===== config.mk =====
export PLATFORM = sky130hd
export DESIGN_NAME = dual_ram_arbiter_flat
export DESIGN_NICKNAME = d
export VERILOG_FILES = /design/src/rtl/dual_ram_arbiter_if.sv /design/src/rtl/dual_ram_arbiter.sv /design/src/flat_wrapper.sv
export SDC_FILE = /design/constraint.sdc
export NUM_CORES = 1
export LEC_CHECK = 0
export ABC_CLOCK_PERIOD_IN_PS = 1810
export BUFFER_PORTS_ARGS = -buffer_cell sky130_fd_sc_hd__buf_2
export CAP_MARGIN = 40
export CORE_MARGIN = 2
export CORE_UTILIZATION = 45
export CTS_CLUSTER_DIAMETER = 60
export DETAILED_ROUTE_END_ITERATION = 12
export PLACE_DENSITY_LB_ADDON = 0.3
export REMOVE_ABC_BUFFERS = 1
export SLEW_MARGIN = 20
export SYNTH_ARGS = -nofsm -noshare
export SYNTH_HDL_FRONTEND = slang
export SYNTH_SLANG_ARGS = --single-unit

===== constraint.sdc =====
create_clock -name clk -period 1.81 [get_ports clk]
set_input_delay 0.2715 -clock clk [delete_from_list [all_inputs] [get_ports clk]]
set_output_delay 0.2715 -clock clk [all_outputs]
set_load 0.005 [all_outputs]

===== src/rtl/dual_ram_arbiter_if.sv =====
//------------------------------------------------------------------------------
// Module  : dual_ram_arbiter_if
// Brief   : Master-side request/grant/return bus plus dual_ram port bundle.
// Rev     : 1.0  initial release
//------------------------------------------------------------------------------
`default_nettype none

interface dual_ram_arbiter_if #(
  parameter int DW = 32,
  parameter int AW = 12
);
  logic          m0_req_i;
  logic          m1_req_i;
  logic          m0_we_i;
  logic          m1_we_i;
  logic [AW-1:0] m0_addr_i;
  logic [AW-1:0] m1_addr_i;
  logic [DW-1:0] m0_wdata_i;
  logic [DW-1:0] m1_wdata_i;
  logic          m0_gnt_o;
  logic          m1_gnt_o;
  logic          m0_rvalid_o;
  logic          m1_rvalid_o;
  logic [DW-1:0] m0_rdata_o;
  logic [DW-1:0] m1_rdata_o;
  logic          ram_w_en_o;
  logic [AW-1:0] ram_w_addr_o;
  logic [DW-1:0] ram_w_data_o;
  logic          ram_r_en_o;
  logic [AW-1:0] ram_r_addr_o;
  logic [DW-1:0] ram_r_data_i;

  // Arbiter side
  modport slave (
    input  m0_req_i, m1_req_i, m0_we_i, m1_we_i,
    input  m0_addr_i, m1_addr_i, m0_wdata_i, m1_wdata_i,
    output m0_gnt_o, m1_gnt_o, m0_rvalid_o, m1_rvalid_o,
    output m0_rdata_o, m1_rdata_o,
    output ram_w_en_o, ram_w_addr_o, ram_w_data_o,
    output ram_r_en_o, ram_r_addr_o,
    input  ram_r_data_i
  );

  // Core masters and RAM side
  modport master (
    output m0_req_i, m1_req_i, m0_we_i, m1_we_i,
    output m0_addr_i, m1_addr_i, m0_wdata_i, m1_wdata_i,
    input  m0_gnt_o, m1_gnt_o, m0_rvalid_o, m1_rvalid_o,
    input  m0_rdata_o, m1_rdata_o,
    input  ram_w_en_o, ram_w_addr_o, ram_w_data_o,
    input  ram_r_en_o, ram_r_addr_o,
    output ram_r_data_i
  );
endinterface

`default_nettype wire


===== src/rtl/dual_ram_arbiter.sv =====
//------------------------------------------------------------------------------
// Module  : dual_ram_arbiter
// Brief   : Two-master round-robin arbiter for dual_ram write/read ports with
//           read-after-write collision handling. Option macro: RAW_BYPASS_EN.
// Rev     : 1.0  initial release
//------------------------------------------------------------------------------
`default_nettype none

module dual_ram_arbiter #(
  parameter int DW = 32,
  parameter int AW = 12
) (
  input  logic                clk,
  input  logic                rst,
  dual_ram_arbiter_if.slave   bus
);

  logic          w_wr0, w_wr1, w_rd0, w_rd1;
  logic          w_wany, w_rany;
  logic          w_wsel, w_rsel;         // 0 selects m0, 1 selects m1
  logic [AW-1:0] w_waddr, w_raddr;
  logic [DW-1:0] w_wdata;
  logic          w_coll;
  logic          w_wgo, w_rgo;
  logic          w_rv0, w_rv1;
  logic [DW-1:0] w_ret;

  logic          r_wr_pri, r_rd_pri;
  logic          r_pend, r_tag, r_byp;
  logic [DW-1:0] r_byp_data;
  logic [DW-1:0] r_m0_rdata, r_m1_rdata;

  assign w_wr0 = bus.m0_req_i &  bus.m0_we_i;
  assign w_wr1 = bus.m1_req_i &  bus.m1_we_i;
  assign w_rd0 = bus.m0_req_i & ~bus.m0_we_i;
  assign w_rd1 = bus.m1_req_i & ~bus.m1_we_i;

  always_comb begin
    w_wany  = w_wr0 | w_wr1;
    w_rany  = w_rd0 | w_rd1;
    w_wsel  = (w_wr0 & w_wr1) ? r_wr_pri : w_wr1;
    w_rsel  = (w_rd0 & w_rd1) ? r_rd_pri : w_rd1;
    w_waddr = w_wsel ? bus.m1_addr_i  : bus.m0_addr_i;
    w_wdata = w_wsel ? bus.m1_wdata_i : bus.m0_wdata_i;
    w_raddr = w_rsel ? bus.m1_addr_i  : bus.m0_addr_i;
    w_coll  = w_wany & w_rany & (w_waddr == w_raddr);
    w_wgo   = w_wany & ~rst;
`ifdef RAW_BYPASS_EN
    w_rgo   = w_rany & ~rst;
`else
    // A colliding read waits a cycle so the RAM returns the freshly written word
    w_rgo   = w_rany & ~w_coll & ~rst;
`endif
  end

  assign bus.m0_gnt_o = (w_wgo & ~w_wsel) | (w_rgo & ~w_rsel);
  assign bus.m1_gnt_o = (w_wgo &  w_wsel) | (w_rgo &  w_rsel);

  assign bus.ram_w_en_o   = w_wgo;
  assign bus.ram_w_addr_o = w_waddr;
  assign bus.ram_w_data_o = w_wdata;
  assign bus.ram_r_en_o   = w_rgo;
  assign bus.ram_r_addr_o = w_raddr;

  // Reset in the return cycle cancels an in-flight read
  assign w_rv0 = r_pend & ~r_tag & ~rst;
  assign w_rv1 = r_pend &  r_tag & ~rst;
  assign w_ret = r_byp ? r_byp_data : bus.ram_r_data_i;

  assign bus.m0_rvalid_o = w_rv0;
  assign bus.m1_rvalid_o = w_rv1;
  assign bus.m0_rdata_o  = w_rv0 ? w_ret : r_m0_rdata;
  assign bus.m1_rdata_o  = w_rv1 ? w_ret : r_m1_rdata;

  always_ff @(posedge clk) begin
    if (rst) begin
      r_wr_pri   <= 1'b0;
      r_rd_pri   <= 1'b0;
      r_pend     <= 1'b0;
      r_tag      <= 1'b0;
      r_byp      <= 1'b0;
      r_byp_data <= '0;
      r_m0_rdata <= '0;
      r_m1_rdata <= '0;
    end else begin
      if (w_wgo) r_wr_pri <= ~w_wsel;
      if (w_rgo) r_rd_pri <= ~w_rsel;
      r_pend <= w_rgo;
      if (w_rgo) begin
        r_tag <= w_rsel;
        r_byp <= w_coll;
      end
      if (w_rgo && w_coll) r_byp_data <= w_wdata;
      if (w_rv0) r_m0_rdata <= w_ret;
      if (w_rv1) r_m1_rdata <= w_ret;
    end
  end

endmodule

`default_nettype wire


===== src/flat_wrapper.sv =====
// flat-port wrapper written by rule: the top's interface ports become plain ports
module dual_ram_arbiter_flat 
#(
  parameter int DW = 32,
  parameter int AW = 12
)
  (clk, rst, bus_m0_req_i, bus_m1_req_i, bus_m0_we_i, bus_m1_we_i, bus_m0_addr_i, bus_m1_addr_i, bus_m0_wdata_i, bus_m1_wdata_i, bus_m0_gnt_o, bus_m1_gnt_o, bus_m0_rvalid_o, bus_m1_rvalid_o, bus_m0_rdata_o, bus_m1_rdata_o, bus_ram_w_en_o, bus_ram_w_addr_o, bus_ram_w_data_o, bus_ram_r_en_o, bus_ram_r_addr_o, bus_ram_r_data_i);
  dual_ram_arbiter_if #(.DW(DW), .AW(AW)) bus_i ();
  input  logic clk;
  input  logic rst;
  input wire logic [$bits(bus_i.m0_req_i)-1:0] bus_m0_req_i;
  input wire logic [$bits(bus_i.m1_req_i)-1:0] bus_m1_req_i;
  input wire logic [$bits(bus_i.m0_we_i)-1:0] bus_m0_we_i;
  input wire logic [$bits(bus_i.m1_we_i)-1:0] bus_m1_we_i;
  input wire logic [$bits(bus_i.m0_addr_i)-1:0] bus_m0_addr_i;
  input wire logic [$bits(bus_i.m1_addr_i)-1:0] bus_m1_addr_i;
  input wire logic [$bits(bus_i.m0_wdata_i)-1:0] bus_m0_wdata_i;
  input wire logic [$bits(bus_i.m1_wdata_i)-1:0] bus_m1_wdata_i;
  output wire logic [$bits(bus_i.m0_gnt_o)-1:0] bus_m0_gnt_o;
  output wire logic [$bits(bus_i.m1_gnt_o)-1:0] bus_m1_gnt_o;
  output wire logic [$bits(bus_i.m0_rvalid_o)-1:0] bus_m0_rvalid_o;
  output wire logic [$bits(bus_i.m1_rvalid_o)-1:0] bus_m1_rvalid_o;
  output wire logic [$bits(bus_i.m0_rdata_o)-1:0] bus_m0_rdata_o;
  output wire logic [$bits(bus_i.m1_rdata_o)-1:0] bus_m1_rdata_o;
  output wire logic [$bits(bus_i.ram_w_en_o)-1:0] bus_ram_w_en_o;
  output wire logic [$bits(bus_i.ram_w_addr_o)-1:0] bus_ram_w_addr_o;
  output wire logic [$bits(bus_i.ram_w_data_o)-1:0] bus_ram_w_data_o;
  output wire logic [$bits(bus_i.ram_r_en_o)-1:0] bus_ram_r_en_o;
  output wire logic [$bits(bus_i.ram_r_addr_o)-1:0] bus_ram_r_addr_o;
  input wire logic [$bits(bus_i.ram_r_data_i)-1:0] bus_ram_r_data_i;
  assign bus_i.m0_req_i = bus_m0_req_i;
  assign bus_i.m1_req_i = bus_m1_req_i;
  assign bus_i.m0_we_i = bus_m0_we_i;
  assign bus_i.m1_we_i = bus_m1_we_i;
  assign bus_i.m0_addr_i = bus_m0_addr_i;
  assign bus_i.m1_addr_i = bus_m1_addr_i;
  assign bus_i.m0_wdata_i = bus_m0_wdata_i;
  assign bus_i.m1_wdata_i = bus_m1_wdata_i;
  assign bus_m0_gnt_o = bus_i.m0_gnt_o;
  assign bus_m1_gnt_o = bus_i.m1_gnt_o;
  assign bus_m0_rvalid_o = bus_i.m0_rvalid_o;
  assign bus_m1_rvalid_o = bus_i.m1_rvalid_o;
  assign bus_m0_rdata_o = bus_i.m0_rdata_o;
  assign bus_m1_rdata_o = bus_i.m1_rdata_o;
  assign bus_ram_w_en_o = bus_i.ram_w_en_o;
  assign bus_ram_w_addr_o = bus_i.ram_w_addr_o;
  assign bus_ram_w_data_o = bus_i.ram_w_data_o;
  assign bus_ram_r_en_o = bus_i.ram_r_en_o;
  assign bus_ram_r_addr_o = bus_i.ram_r_addr_o;
  assign bus_i.ram_r_data_i = bus_ram_r_data_i;
  dual_ram_arbiter #(.DW(DW), .AW(AW)) u_core (.clk(clk), .rst(rst), .bus(bus_i));
endmodule

## Yosys cells after proc, flatten, opt, wreduce, memory -nomap -nowiden

Cells that the tools add are included.

| operators by class | value |
|---|---|
| muxes and demuxes | 8 |
| bitwise gates (word level) | 30 |
| reduce and logical (&&, ||, !) cells | 1 |
| equality and inequality tests | 1 |

Operators with widths:

| kind | number |
|---|---|
| $mux W32 | 4 |
| $mux W12 | 2 |
| $and A1 B1 Y1 | 19 |
| $eq A12 B12 Y1 | 1 |
| $not A1 Y1 | 7 |
| $or A1 B1 Y1 | 4 |
| $mux W1 | 2 |
| $logic_and A1 B1 Y1 | 1 |

| word-level totals | value |
|---|---|
| word-level logic and storage cells | 48 |
| output and inout port bits | 126 |
| flip-flop bits (word level) | 101 |

## Longest topological paths before layout

| logic depth | value |
|---|---|
| word-level depth | 12 |
| gate-level depth with buffers | 7 |
| depth with buffers taken out | 6 |

## Worst setup path after synthesis

Ideal clock, no wire load.

| timing | value |
|---|---|
| path kind | input to output |
| start | in bus_m1_req_i |
| end | out bus_ram_r_addr_o[10] |
| arrival | 1.244 ns |
| slack | 0.294 ns |
| stages on the path | 5 |
| data required time | 1.539 ns |
| path through | nor2b_1 > inv_1 > nor2_2 > buf_4 > mux2_2 |

| on the way | value |
|---|---|
| word-level cells in the longest chain between the ends | 4 |

RTL lines:

| element | line | source |
|---|---|---|
| from (decl) | flat_wrapper.sv:12 | `input wire logic [$bits(bus_i.m1_req_i)-1:0] bus_m1_req_i;` |
| $and A1 B1 Y1 (*) | dual_ram_arbiter.sv:36 | `assign w_rd1 = bus.m1_req_i & ~bus.m1_we_i;` |
| $and A1 B1 Y1 | dual_ram_arbiter.sv:42 | `w_rsel = (w_rd0 & w_rd1) ? r_rd_pri : w_rd1;` |
| $mux W1 (*) | dual_ram_arbiter.sv:42 |  |
| $mux W12 (*) | dual_ram_arbiter.sv:45 | `w_raddr = w_rsel ? bus.m1_addr_i : bus.m0_addr_i;` |
| to (decl) | flat_wrapper.sv:29 | `output wire logic [$bits(bus_i.ram_r_addr_o)-1:0] bus_ram_r_addr_o;` |

Every way passes the cells marked *; elsewhere a longest branch is shown, timed or not.

## Final worst setup path

| timing | value |
|---|---|
| start | reg u_core.r_wr_pri |
| end | out bus_ram_w_addr_o[2] |

| on the way | value |
|---|---|
| word-level cells in the longest chain between the ends | 2 |

RTL lines:

| element | line | source |
|---|---|---|
| from (decl) | dual_ram_arbiter.sv:28 | `logic r_wr_pri, r_rd_pri;` |
| from (signal assigned) | dual_ram_arbiter.sv:86 | `if (w_wgo) r_wr_pri <= ~w_wsel;` |
| $mux W1 | dual_ram_arbiter.sv:41 | `w_wsel = (w_wr0 & w_wr1) ? r_wr_pri : w_wr1;` |
| $mux W12 | dual_ram_arbiter.sv:43 | `w_waddr = w_wsel ? bus.m1_addr_i : bus.m0_addr_i;` |
| to (decl) | flat_wrapper.sv:26 | `output wire logic [$bits(bus_i.ram_w_addr_o)-1:0] bus_ram_w_addr_o;` |

Every way passes these cells.

==> reports/metrics.csv <==
stage;metric;value;unit
critical_path;Setup crit end kind;primary output;
cells_and_area;synthesis-to-finish area growth;71.0;%
pwr;PwrDens;637;nW/µm²
pwr;Internal Power;3750;µW
clock_tree;CTS tree;yes;
timing;unrepaired setup endpoints after global routing;yes;
synth;sequential share of the synthesized area;43.5;%
synth;Synth Area per Inst;9.43;µm²
routing;first-pass detailed-route iteration total;6;
floorplan;Die X;106;µm
synth;#FFs+latches synth;101;
timing;Final Skew;9.35;ps
synth;Synth area leaders;dfxtp_1 (44%), mux2_2 (14%), and2_1 (8.6%);
floorplan;Core Box Area;10200;µm²
pwr;VDD IR-drop max;0.415;mV
clock_tree;clk_lat worst skew;370;ps
synth;cells after synthesis;493;
pwr;clock share of power;31.3;%
grt;initial antenna violation count;4;
cells_and_area;design area;7950;µm²
grt;vias in the first global route;4519;
floorplan;Die ar.;11200;µm²
min_path;Hold Crit Class;primary input to flip-flop;
grt;global route overflow;0;
timing;post-layout min period;1940;ps
clock_tree;Worst-path clk slew;90;ps
synth;synth warn;0;
cells_and_area;nets;894;
cells_and_area;share of layout cells above drive strength 1;62.0;%
routing;Vias/cell;5.18;
synth;largest area contributor in the netlist;dfxtp_1;
routing;routed len/inst;18.6;µm
critical_path;reg-to-reg startpoint;u_core.r_pend;
synth;top-area cell type share of the netlist area;43.5;%
run_status;outcome;complete, but fails checks;
min_path;hold path start;bus_m0_we_i;
cells_and_area;# fillers;669;
clock_tree;Clock H-tree levels;3;
grt;largest net degree at the start of global routing;47;
routing;drt initial violations;198;
place;Cell Area, Placed;6090;µm²
critical_path;CP Data Required Time;1540;ps
pwr;switching share of power;26.0;%
clock_tree;root buffer cell;clkbuf_8;
routing;vias;4721;
clock_tree;clock sink count;101;
pwr;total power;5070;µW
critical_path;Worst setup startpoint;u_core.r_wr_pri;
floorplan;IO Count;252;
clock_tree;CTS hold repair buffers;0;
synth;Syn Std Cell Area;4650;µm²
place;Final Wtd Congestion;0.859;
synth;Yosys cell types;33;
timing;Max-slew headroom;77.1;%
critical_path;Arrival @ worst endpoint;1670;ps
critical_path;crit path max fanout;23;
critical_path;Critical Path Source Type;flip-flop;
routing;DRT Wirelength;17000;µm
clock_tree;maximum clock path buffer count;2;
floorplan;Initial Util;45.6;%
timing;crit share post-route;107;%
pwr;Sw Pwr;1320;µW
timing;setup TNS;-5670;ps
timing;Hold Vio Cnt, Final;0;
timing;Slew Viols, Final;0;
critical_path;critical path class;flip-flop to primary output;
clock_tree;CTS Buf Count;9;
pwr;Comb power frac;23.6;%
place;post-DP HPWL;10700;µm
floorplan;Die Height;106;µm
pwr;Pleak;0.00360;µW
routing;Post-DRT Antenna Nets;0;
timing;final setup fails;89;
run_status;failing checks;setup timing;
routing;DR DRC count;0;
cells_and_area;most common cell after layout, fill and taps aside;buf_2;
place;Placed Cells;861;
place;PortBufs;251;
flow_run;max cap viols;0;
cells_and_area;most frequent cells in the layout;buf_2 (207), dfxtp_1 (96), and2_1 (64);
grt;first-pass GRT wire length;23800;µm
timing;f_max;0.515;GHz
grt;GRT Total Usage;27.6;%
place;DP Worst Slack;6.48;ps
timing;final worst slack;-133;ps
floorplan;row cnt;37;
cells_and_area;fin cells;912;
pwr;sequential share of power;45.1;%
timing;Slew @ Worst Pin;343;ps
[metal layers]
layer / GRT usage (%) / routed length [µm]
met1: 31.6 / 6400
met2: 48.4 / 8680
met3: 7.98 / 1320
met4: 10.5 / 597
met5: 0 / 0
[worst paths after layout]
kind                           endpoint  slack, ps  cells past startpoint
setup / recovery    bus_ram_w_addr_o[2]       -130                      4
hold / removal          u_core.r_wr_pri        260                      3
setup reg to reg  u_core.r_m0_rdata[21]        360                      8
hold reg to reg   u_core.r_byp_data[14]        490                      1
[cell type report]
class	instances	area, µm²	area share (%)
Multi-Input combinational cell	351	3250	40.9
Timing Repair Buffer	299	2240	28.2
Sequential cell	101	2030	25.6
Tap cell	136	170	2.14
Clock buffer	10	138	1.73
Clock inverter	6	86.3	1.09
Inverter	6	22.5	0.283
Antenna cell	3	7.51	0.0945
[cells in the mapped netlist, drive strengths merged]
cell	instances
nor2	36
mux2	56
and2	64
mux2i	32
o211a	1
nor3	2
xor2	12
a22oi	1
nand2b	1
nor2b	33
a311oi	1
buf	20
dfxtp	101
inv	6
a31oi	1
a22o	1
and3	1
o21ai	33
clkbuf	15
nand4	1
o32ai	1
nand3	2
a21oi	34
nand2	35
nor4	2
nor3b	1
[state kept, by name, indices dropped and copies added, names as in the netlist]
name	cells
u_core.r_byp	1
u_core.r_byp_data	32
u_core.r_m0_rdata	32
u_core.r_m1_rdata	32
u_core.r_pend	1
u_core.r_rd_pri	1
u_core.r_tag	1
u_core.r_wr_pri	1
[power groups by stage]
stage	registers, µW	logic [µW]	clock network, µW
finish	2280	1190	1590
detailed placement	2330	792	0
floorplan	2330	352	0
global placement	2330	779	0
global route	2290	1270	1700
CTS	2280	1000	1600
[worst max-delay path, cell delays in order, from the launching register on]
cell and delay (ps):
dfxtp_2 350, o211a_4 250, buf_16 200, mux2_2 360
buf_2 140
[through the flow]
step	hold WS [ps]	util, %
after floorplan	343	-
after global placement	453	59.8
after detailed placement	457	59.8
after CTS	224	69.3
after global routing	271	78.0
final	260	78.0
[cells by family (layout without fill, tap and decap cells)]
kind of cell | count (synthesis) | in the layout | synth area share (%)
buffers and inverters | 41 | 321 | 4.77
AO/OA/AOI/OAI | 73 | 73 | 8.29
multiplexers | 88 | 88 | 20.5
flip-flops | 101 | 101 | 43.5
AND/OR/NAND/NOR | 178 | 178 | 20.7
XOR/XNOR | 12 | 12 | 2.26
other | 0 | 3 | 0
[what timing repair did]
item,in CTS,in global routing
setup buffers,8,16
endpoints found under the setup margin,101,123
pin swaps,7,21
resized for setup,114,163
cloned,8,2
Power figures use the tool's default switching activity.
